File: src/rtl/fifo_pkt_reader.sv
// rtl/fifo_pkt_reader.sv - packet FIFO read-side consumer with framing check and skid buffer
//
// Pops framed words {sop, eop, mod, data} from a synchronous-read FIFO
// (1-cycle read latency) and re-emits them on a valid/ready stream.
// Orphan words are dropped, a sop inside a packet is forwarded and flagged,
// and eop words accepted at the output are counted.
//
// Ports:
//   rclk, rrst      clock, asynchronous active-high reset
//   enable          allow new FIFO reads; words already read still drain
//   fifo_ren        FIFO read enable
//   fifo_rdata      FIFO word, valid the cycle after fifo_ren
//   fifo_rempty     FIFO empty
//   out_valid/out_ready/out_data/out_sop/out_eop/out_mod   output stream
//   err_orphan      1-cycle pulse, non-sop word outside a packet
//   err_sop_in_pkt  1-cycle pulse, sop inside a packet
//   pkt_count       eop words accepted at the output (wraps)

module fifo_pkt_reader #(
  parameter int DWIDTH    = 64,
  parameter int MOD_WIDTH = 3,
  parameter int CNT_WIDTH = 16
) (
  input  logic                          rclk,
  input  logic                          rrst,
  input  logic                          enable,
  output logic                          fifo_ren,
  input  logic [DWIDTH+MOD_WIDTH+1:0]   fifo_rdata,
  input  logic                          fifo_rempty,
  output logic                          out_valid,
  input  logic                          out_ready,
  output logic [DWIDTH-1:0]             out_data,
  output logic                          out_sop,
  output logic                          out_eop,
  output logic [MOD_WIDTH-1:0]          out_mod,
  output logic                          err_orphan,
  output logic                          err_sop_in_pkt,
  output logic [CNT_WIDTH-1:0]          pkt_count
);

  localparam int WW = DWIDTH + MOD_WIDTH + 2;

  typedef enum logic [1:0] {IDLE, IN_PKT, DROP} state_t;

  state_t          state;
  state_t          state_nxt;
  logic            inflight;
  logic [1:0]      occ;
  logic [1:0]      occ_after_pop;
  logic [2:0]      credit_used;
  logic [WW-1:0]   slot0;
  logic [WW-1:0]   slot1;
  logic            pop;
  logic            push;
  logic            orphan;
  logic            sop_in_pkt;
  logic            in_sop;
  logic            in_eop;

  assign in_sop = fifo_rdata[WW-1];
  assign in_eop = fifo_rdata[WW-2];

  // Output side always shows the buffer head.
  assign out_valid = (occ != 2'd0);
  assign out_data  = slot0[DWIDTH-1:0];
  assign out_sop   = slot0[WW-1];
  assign out_eop   = slot0[WW-2];
  assign out_mod   = slot0[WW-2] ? slot0[DWIDTH +: MOD_WIDTH] : '0;

  assign pop           = out_valid & out_ready;
  assign occ_after_pop = occ - {1'b0, pop};

  // Read credit: a read issued now lands two edges later, so buffered plus
  // in-flight words (less the one leaving this cycle) must stay below 2.
  assign credit_used = {1'b0, occ} + {2'b00, inflight};
  assign fifo_ren    = ~rrst & enable & ~fifo_rempty &
                       (credit_used < (3'd2 + {2'b00, pop}));

  // Framing FSM, advanced only on captured words.
  always_comb begin
    state_nxt  = state;
    push       = 1'b0;
    orphan     = 1'b0;
    sop_in_pkt = 1'b0;
    if (inflight) begin
      case (state)
        IDLE, DROP: begin
          if (in_sop) begin
            push      = 1'b1;
            state_nxt = in_eop ? IDLE : IN_PKT;
          end else begin
            // Only the first orphan of a run is reported; DROP stays quiet.
            orphan    = (state == IDLE);
            state_nxt = in_eop ? IDLE : DROP;
          end
        end
        IN_PKT: begin
          push       = 1'b1;
          sop_in_pkt = in_sop;
          state_nxt  = in_eop ? IDLE : IN_PKT;
        end
        default: state_nxt = IDLE;
      endcase
    end
  end

  always_ff @(posedge rclk or posedge rrst) begin
    if (rrst) begin
      state <= IDLE;
    end else begin
      state <= state_nxt;
    end
  end

  always_ff @(posedge rclk or posedge rrst) begin
    if (rrst) begin
      inflight       <= 1'b0;
      occ            <= 2'd0;
      slot0          <= '0;
      slot1          <= '0;
      err_orphan     <= 1'b0;
      err_sop_in_pkt <= 1'b0;
      pkt_count      <= '0;
    end else begin
      inflight       <= fifo_ren;
      err_orphan     <= orphan;
      err_sop_in_pkt <= sop_in_pkt;
      occ            <= occ_after_pop + {1'b0, push};
      if (pop) begin
        slot0 <= slot1;
      end
      // A push lands in the first free slot after this cycle's pop; it
      // overrides the shift above when the buffer drains to empty.
      if (push) begin
        if (occ_after_pop == 2'd0) begin
          slot0 <= fifo_rdata;
        end else begin
          slot1 <= fifo_rdata;
        end
      end
      if (pop && out_eop) begin
        pkt_count <= pkt_count + 1'b1;
      end
    end
  end

endmodule

File: config.mk
export PLATFORM = sky130hd
export DESIGN_NAME = fifo_pkt_reader
export DESIGN_NICKNAME = d
export VERILOG_FILES = /design/src/rtl/fifo_pkt_reader.sv
export SDC_FILE = /design/constraint.sdc
export NUM_CORES = 1
export LEC_CHECK = 0
export CAP_MARGIN = 10
export CORE_MARGIN = 5
export CORE_UTILIZATION = 51
export CTS_CLUSTER_SIZE = 24
export DETAILED_ROUTE_END_ITERATION = 8
export GPL_TIMING_DRIVEN = 0
export PLACE_DENSITY = 0.8
export SKIP_LAST_GASP = 1
export SLEW_MARGIN = 10
export SYNTH_ARGS = -nofsm -noshare
export SYNTH_HDL_FRONTEND = slang
export SYNTH_SLANG_ARGS = --single-unit
File: constraint.sdc
create_clock -name rclk -period 8.5 [get_ports rclk]
set_input_delay 1.7 -clock rclk [delete_from_list [all_inputs] [get_ports rclk]]
set_output_delay 1.7 -clock rclk [all_outputs]
set_load 0.02 [all_outputs]
**Word-level counts from Yosys, hierarchy flattened**

Index checks and enable logic that the tools add are counted.
Widths: inputs -> output; s select.

- Bits in registers: 161
- Bits of input ports: 74
- Output and inout port bits: 89
- Logic and storage cells: 45

- Add/subtract/negate cells: 5
- Order comparisons: 1
- Equality and inequality tests: 2
- Muxes and demuxes: 16
- Bitwise gates (word level): 7
- Reduce and logical (&&, ||, !) cells: 6

Operators with widths:

| operator | count |
|---|---|
| $mux 69 | 3 |
| $add 16x1->16 const B | 1 |
| $mux 1 | 8 |
| $and 1x1->1 | 4 |
| $logic_not 2->1 | 2 |
| $mux 2 | 2 |
| $pmux 2 s2 | 1 |
| $add 2x1->3 | 1 |
| $add 2x1->3 const A | 1 |
| $lt 3x3->1 | 1 |
| $mux 3 | 1 |
| $not 1->1 | 3 |
| $add 2x1->2 | 1 |
| $eq 2x1->1 const B | 1 |
| $eq 2x2->1 const B | 1 |
| $pmux 1 s2 | 1 |
| $reduce_and 2->1 | 1 |
| $reduce_bool 2->1 | 1 |
| $reduce_or 2->1 | 1 |
| $sub 2x1->2 | 1 |
| $logic_and 1x1->1 | 1 |

**Depth between registers and ports, before layout**

Gate-level depths: netlist (run 1).

- Word-level depth: 6
- Depth in mapped cells: 10

**Worst setup path before layout (run 1)**

No wires, ideal clock.

- Kind: input-to-output
- Start point: input rrst
- End point: output fifo_ren
- Arrival: 5.789 ns
- Data required time: 6.800 ns
- Slack: 1.011 ns
- Stages on the path: 2
- Cell sequence: inv_1 and4_1

- Word-level cells in the longest chain between the ends: 4

Ends and longest elaborated chain:

| item | line | text |
|---|---|---|
| start, declared | 25 | `input logic rrst,` |
| $not 1->1 | 76 | `assign fifo_ren = ~rrst & enable & ~fifo_rempty &` |
| $and 1x1->1 (3 in a row) | 76 |  |
| end, declared | 27 | `output logic fifo_ren,` |

Every way passes these cells.

**Worst setup path after layout (run 1)**

Same ends and word-level chain as after synthesis.

==> summary.md, run 1 <==
| Metric | Value |
|---|---|
| YS warnings | 0 |
| Final hold viol count | 0 |
| Synth Instances | 522 |
| Die height | 131.8 µm |
| Required @ worst endpoint | roughly 6800 ps |
| Vias per cell | around 5.1 |
| Reg2reg path depth | 10 |
| # resized after CTS | 0 |
| Clk_lat worst skew | 410 ps |
| Slowest Stage Delay on Critical Path | 620 ps |
| Global Route Usage Sum | about a fifth |
| CP top delay family | buffers and inverters |
| Flops & latches, synth | roughly 160 |
| Post-Route WL | about 16 mm |
| Top cells by area, synth | dfrtp_1, mux2_2, buf_4 |
| Crit start category | input pin |
| Synth top area share | a little over half |
| P_sw | 0.001110 W |
| R2R Setup Slk | 5370 ps |
| Layout area overhead | 32.52% |
| Fin nets | around 780 |
| 1st-iter DRT viols | about 140 |
| M1 WL | between 6 and 7 mm |
| Placed inst area | 9454 µm² |
| Final-report max-slew violation count | 0 |
| Antenna cells | 0 |
| Max Clk Rate | 175.2 MHz |
| Comb pwr share | 44.7% |
| P per Cell Area | 369.0 nW/µm² |
| Hold buffers post-CTS | 0 |
| Rel. slew slack | between 50% and 60% |
| CTS tree | yes |
| Final core utilization | between 60% and 70% |
| Buffers on Ports | approximately 160 |
| Area of the multi-input gates | slightly below 3000 µm² |
| H-Tree Depth | 4 |
| RSZ-0062 raised after global routing | no |
| Root Buffer | clkbuf_16 |
| Leakage | 4.503 nW |
| Final instance area | about 10,000 µm² |
| Post-route ant nets | 0 |
| Die X-Extent | roughly 130 µm |
| Ports | approximately 160 |
| Bufs on Longest Clock Path | 2 |
| Worst-path cell chain | clkdlybuf4s50_1, inv_8, buf_16, and4_1, clkdlybuf4s50_1 |
| Setup bufs post-CTS | 0 |
| Layout Skew | about 5.6 ps |
| Gpl congestion | approximately 0.74 |
| Status | finished clean |
| Pint | approximately 0.0026 W |
| Leading area contributor after synthesis | dfrtp_1 |
| Row count | 44 |
| CTS Buf Count | 17 |
| HP Start | pkt_count[15]$_DFFE_PP0P_ |
| CP Capture Type | primary output |
| Placed cell count | between 800 and 900 |
| Min-Delay Path Depth | 1 |
| Share of cells above drive strength 1 | 46.44% |
| Crit Reg-Reg Endpoint | slot0[60]$_DFF_PP0_ |
| CP arrival | roughly 4000 ps |
| Overflow after GRT | 0 |
| Sw frac | around 30% |
| Synth Cell Area | 7567 µm² |
| Pin count of the biggest net entering global routing | 92 |
| Sequential share of the synthesized area | a little over half |
| Met2 wire length | about 7.9 mm |
| Starting density of the core | 52.07% |
| Finished Layout Cells | 901 |
| Seq pwr share | 35.4% |
| Critical path peak fanout | between 90 and 100 |
| Minimum clock period | 5708 ps |
| Clk sink count | between 150 and 200 |
| Netlist cell types | 30 |
| Vias | ~4,600 |
| Fillers | about 1,000 |
| Setup violations, final | 0 |
| Reg clk slew, reported paths | approximately 60 ps |
| Max VDD drop | about 0.0002 V |
| Vias in the first global route | 5,335 |
| DRT Pass-1 Iters | 4 |
| Dpl hpwl | ~11 mm |
| Buf+Inv Stages, Crit Path | 4 |
| Initial antenna violation count | 0 |
| Fin crit share | 67.16% |
| DRC viols | 0 |
| Top Metal Used | met4 |
| Worst-Margin Slew | 648.6 ps |
| Register Area | roughly 4000 µm² |
| Die area | ~17,000 µm² |
| Crit path kind | in -> out |
| Synthesized area per cell | about 14 µm² |
| Slowest cell on crit path | clkdlybuf4s50_1 |
| Synthesized Nets | around 600 |
| Max Cap Viol | 0 |
| Most common cell on crit path | clkdlybuf4s50_1 |
| Routed WL per cell | 17.26 µm |
| First-pass GRT wire length | around 27 mm |
| Min-Delay Path Class | reg -> reg |
| Core box area | approximately 15,000 µm² |
| Met3 WL | ~980 µm |
| Hold EP | pkt_count[15]$_DFFE_PP0P_ |
| Clock power frac | between 10% and 20% |
| R2R Path Start | occ[1]$_DFF_PP0_ |
placed cells by master (no fill, tap or decap), types with 3 or more instances in the layout:
| cell type | n |
|---|---|
| inv_1 | 5 |
| mux2_4 | 20 |
| buf_4 | 64 |
| nand2_1 | 5 |
| buf_2 | 17 |
| ha_1 | 5 |
| buf_6 | 4 |
| clkdlybuf4s50_1 | 162 |
| xor2_1 | 3 |
| nand4_1 | 4 |
| mux2_2 | 189 |
| clkbuf_1 | 4 |
| clkinv_2 | 3 |
| nor2_1 | 3 |
| nand3_1 | 6 |
| dfrtp_1 | 161 |
| and2_1 | 3 |
| xnor2_1 | 13 |
| clkbuf_16 | 17 |
| clkinvlp_4 | 3 |
per-layer routing:
metal  track usage [%]  vias to the layer above
li1                  -                     2127
met1             22.70                     2308
met2             31.86                      115
met3             6.031                       21
met4             6.571                        0
met5                 0                        -
synth_stat cells, drive strengths merged:
library cell,count
o22ai,1
and4,2
o211ai,2
nand4,4
mux2,209
and4b,1
nand2,7
nand3,6
and3,2
o21ai,2
ha,5
dfrtp,161
and2,3
xnor2,14
nor4b,1
xor2,3
or2,1
buf,85
nor3,3
nor2,4
inv,6
power by group through the flow:
| stage | Clock, W | Combinational (W) | Sequential (W) |
|---|---|---|---|
| 2_1_floorplan | 0 | 0.00114 | 0.00127 |
| 3_3_place_gp | 0 | 0.00161 | 0.00129 |
| 3_5_place_dp | 0 | 0.00167 | 0.00132 |
| 4_1_cts | 0.000755 | 0.00168 | 0.00131 |
| 5_1_grt | 0.000789 | 0.00178 | 0.00136 |
| 6_report | 0.000737 | 0.00165 | 0.00131 |
state kept, by name, summed over array words and instances (netlist names):
| register | flops |
|---|---|
| slot1 | 69 |
| err_orphan | 1 |
| occ | 2 |
| inflight | 1 |
| pkt_count | 16 |
| state | 2 |
| slot0 | 69 |
| err_sop_in_pkt | 1 |
through the flow:
| step | TNS, ps | worst slack, ps | power, W | hold WS (ps) |
|---|---|---|---|---|
| final | 0 | 2792 | 0.003701 | 476.8 |
| after global routing | 0 | 2569 | 0.003925 | 513.9 |
| after CTS | 0 | 2730 | 0.003747 | 485.6 |
| after detailed placement | 0 | 2742 | 0.002988 | 470.8 |
| after global placement | -1152 | -1152 | 0.002901 | 462.2 |
| after floorplan | 0 | 1011 | 0.002419 | 441.1 |
kinds of logic after synthesis:
group | count (synthesis) | share of synthesized area (%)
flops | 161 | 53.24
xor+xnor | 17 | 2.067
buf+inv | 91 | 8.366
compound gates | 5 | 0.5291
simple gates | 34 | 2.877
mux | 209 | 32.09
fa+ha+maj | 5 | 0.8267
cell type report:
class	instances	share of cell area, %
Buffer	85	6.089
Clock buffer	23	4.666
Clock inverter	9	1.061
Inverter	6	0.2994
Multi-Input combinational cell	270	28.97
Sequential cell	161	40.17
Tap cell	184	2.296
Timing Repair Buffer	163	16.44
how the worst max path moves through the flow:
stage	from	to	cells after the start
2_1_floorplan	rrst	fifo_ren	2
6_report	rrst	fifo_ren	5
3_3_place_gp	rrst	fifo_ren	4
4_1_cts	rrst	fifo_ren	5
3_5_place_dp	rrst	fifo_ren	5
5_1_grt	rrst	fifo_ren	5
Note: power is estimated with default switching activity, not from simulation.
==> run 2, diff against run 1 <==
--- a/config.mk
+++ b/config.mk
@@ -7,11 +7,11 @@
 export LEC_CHECK = 0
 export CAP_MARGIN = 10
 export CORE_MARGIN = 5
-export CORE_UTILIZATION = 51
+export CORE_UTILIZATION = 46
 export CTS_CLUSTER_SIZE = 24
 export DETAILED_ROUTE_END_ITERATION = 8
 export GPL_TIMING_DRIVEN = 0
-export PLACE_DENSITY = 0.8
+export PLACE_DENSITY = 0.76
 export SKIP_LAST_GASP = 1
 export SLEW_MARGIN = 10
 export SYNTH_ARGS = -nofsm -noshare
==> constraint.sdc (replaced) <==
create_clock -name rclk -period 5.1 [get_ports rclk]
set_input_delay 1.02 -clock rclk [delete_from_list [all_inputs] [get_ports rclk]]
set_output_delay 1.02 -clock rclk [all_outputs]
set_load 0.02 [all_outputs]
==> summary.md, run 2 (synthesis results as in run 1) <==
| Metric | Value |
|---|---|
| Seq pwr share | 35.0% (-0.4 points) |
| Fin crit share | 92.04% |
| Leakage | 4.536 nW (+0.74%) |
| Fillers | 1,249 (+25%) |
| Worst-Margin Slew | 859.9 ps (+211.3 ps) |
| 1st-iter DRT viols | 109 (-20%) |
| Gpl congestion | 0.7529 (+1.3%) |
| CP Capture Type | primary output |
| Overflow after GRT | 0 (unchanged) |
| Antenna cells | 0 (unchanged) |
| Placed inst area | 9552 µm² (+1.0%) |
| Crit. Startpoint | rrst |
| CP top delay family | buffers and inverters |
| Clk sink count | 161 (unchanged) |
| Setup violations, final | 0 (unchanged) |
| RSZ-0062 raised after global routing | no |
| CP arrival | 3670 ps (-340 ps) |
| Min-Delay Path Class | reg -> reg |
| Crit start category | input pin |
| Dpl hpwl | 11.24 mm (-0.44%) |
| Die area | 19,120 µm² (+10%) |
| Worst-path cell chain | clkdlybuf4s50_1, clkinvlp_4, buf_12, buf_12, and4_2, clkdlybuf4s50_1 |
| Critical path peak fanout | 41 (-55%) |
| Most common cell after layout, fill and taps aside | mux2_2 |
| WHS | 479.6 ps (+2.802 ps) |
| Post-route ant nets | 0 (unchanged) |
| Comb pwr share | 44.3% (-0.4 points) |
| Starting density of the core | 47.29% (-4.8 points) |
| Final core utilization | 63.47% (-5.5 points) |
| Root Buffer | clkbuf_16 |
| Sw frac | 30.25% (+0.26 points) |
| Initial antenna violation count | 0 (unchanged) |
| Clk_lat worst skew | 410 ps (about the same) |
| Vias per cell | 4.850 (-4.4%) |
| Die height | 138.3 µm (+4.9%) |
| Max Cap Viol | 0 (unchanged) |
| Bufs on Longest Clock Path | 2 (unchanged) |
| Final instance area | 10,150 µm² (+1.3%) |
| Hold buffers post-CTS | 0 (unchanged) |
| HP Start | state[1]$_DFFE_PP0P_ |
| Fin nets | 786 (+0.38%) |
| Vias | 4,540 (-0.68%) |
| Largest registers | slot0 (69), slot1 (69), pkt_count (16) |
| Setup bufs post-CTS | 0 (unchanged) |
| DRC viols | 0 (unchanged) |
| Layout area overhead | 34.19% |
| Final-report max-slew violation count | 0 (unchanged) |
| CTS tree | yes |
| Row count | 46 (+4.5%) |
| Clock power frac | 20.7% (+0.8 points) |
| Buf+Inv Stages, Crit Path | 5 (+1) |
| Ports | 163 (unchanged) |
| DRT Pass-1 Iters | 4 (unchanged) |
| Core box area | 16,000 µm² (+10%) |
| Slowest cell on crit path | clkinvlp_4 |
| Global Route Usage Sum | 16.48% (-2.3 points) |
| Minimum clock period | between 4000 and 5000 ps |
| Layout Skew | 10.37 ps (+4.742 ps) |
| Post-Route WL | 15.44 mm (-0.69%) |
| P per Cell Area | 611.5 nW/µm² (+66%) |
| P_sw | 0.001878 W (+69%) |
| CTS Buf Count | 17 (unchanged) |
| First-pass GRT wire length | 25.87 mm (-3.3%) |
| Most frequent cells in the layout | mux2_2, clkdlybuf4s50_1, dfrtp_1 |
| Status | finished clean |
| # resized after CTS | 0 (unchanged) |
| Slowest Stage Delay on Critical Path | 690 ps (+70 ps) |
| Die X-Extent | 138.3 µm (+4.9%) |
| Pin count of the biggest net entering global routing | 42 (-54%) |
| R2R Path Start | occ[1]$_DFF_PP0_ |
| Required @ worst endpoint | 4080 ps (-2720 ps) |
| H-Tree Depth | 4 (unchanged) |
| Max Clk Rate | 213.0 MHz |
| Buffers on Ports | 162 (unchanged) |
| Max VDD drop | 0.0003200 V (+64%) |
| Routed WL per cell | 16.50 µm (-4.4%) |
| Share of cells above drive strength 1 | 47.36% (+0.92 points) |
| Pint | 0.004331 W (+67%) |
| Final hold viol count | 0 (unchanged) |
| Vias in the first global route | 5,176 (-3.0%) |
| Reg clk slew, reported paths | 70 ps (about the same) |
| Rel. slew slack | 42.55% (-14 points) |
| Crit path kind | in -> out |
[run 2: cell types whose count changed in the layout (fill, tap and decap cells not counted), sizes merged]
cell      before  now
buf           86   89
clkbuf        23   19
clkinvlp       3    5
inv            7    9
[run 2: layout make-up]
class                   count  area [µm²]  share of cell area (%)
clock buffers              19       452.9                   4.460
inverters                   6       26.28                  0.2587
multi-input cells         270        2907                   28.62
plain buffers              85       610.6                   6.013
well taps                 216       270.3                   2.661
flip-flops and latches    161        4029                   39.67
repair buffers            166        1709                   16.83
clock inverters            13       150.1                   1.479
[run 2: power groups by stage]
stage                     Sequential, W  Clock, W  Combinational [W]
after floorplan                 0.00212         0            0.00191
after global placement          0.00215         0            0.00269
after detailed placement        0.00220         0            0.00278
after CTS                       0.00218   0.00132            0.00280
after global routing            0.00225   0.00137            0.00295
final                           0.00218   0.00129            0.00275
[run 2: path summary, 6_finish.rpt]
check	cells past startpoint	slack, ps	end
max	6	410	fifo_ren
max reg2reg	10	2060	slot0[61]$_DFF_PP0_
max in group asynchronous	4	3080	pkt_count[2]$_DFFE_PP0P_
min	1	480	err_orphan$_DFF_PP0_
min reg2reg	1	480	err_orphan$_DFF_PP0_
min in group asynchronous	2	1120	slot0[17]$_DFF_PP0_
[run 2: stage by stage]
step | power, W | cells | TNS [ps] | setup slack (ps)
finish | 0.006209 | 936 | 0 | 405.8
floorplan | 0.004032 | 522 | 0 | 36.49
global placement | 0.004840 | 900 | -2403 | -1920
global route | 0.006574 | 936 | 0 | 105.4
detailed placement | 0.004978 | 904 | 0 | 320.8
CTS | 0.006296 | 936 | 0 | 316.5
[run 2: layer usage]
metal	track usage, %	up-vias	wire length (µm)
met1	21.02	2272	6813
met4	4.940	0	217
li1	-	2139	-
met2	27.54	111	7606
met5	0	-	0
met3	4.586	18	804
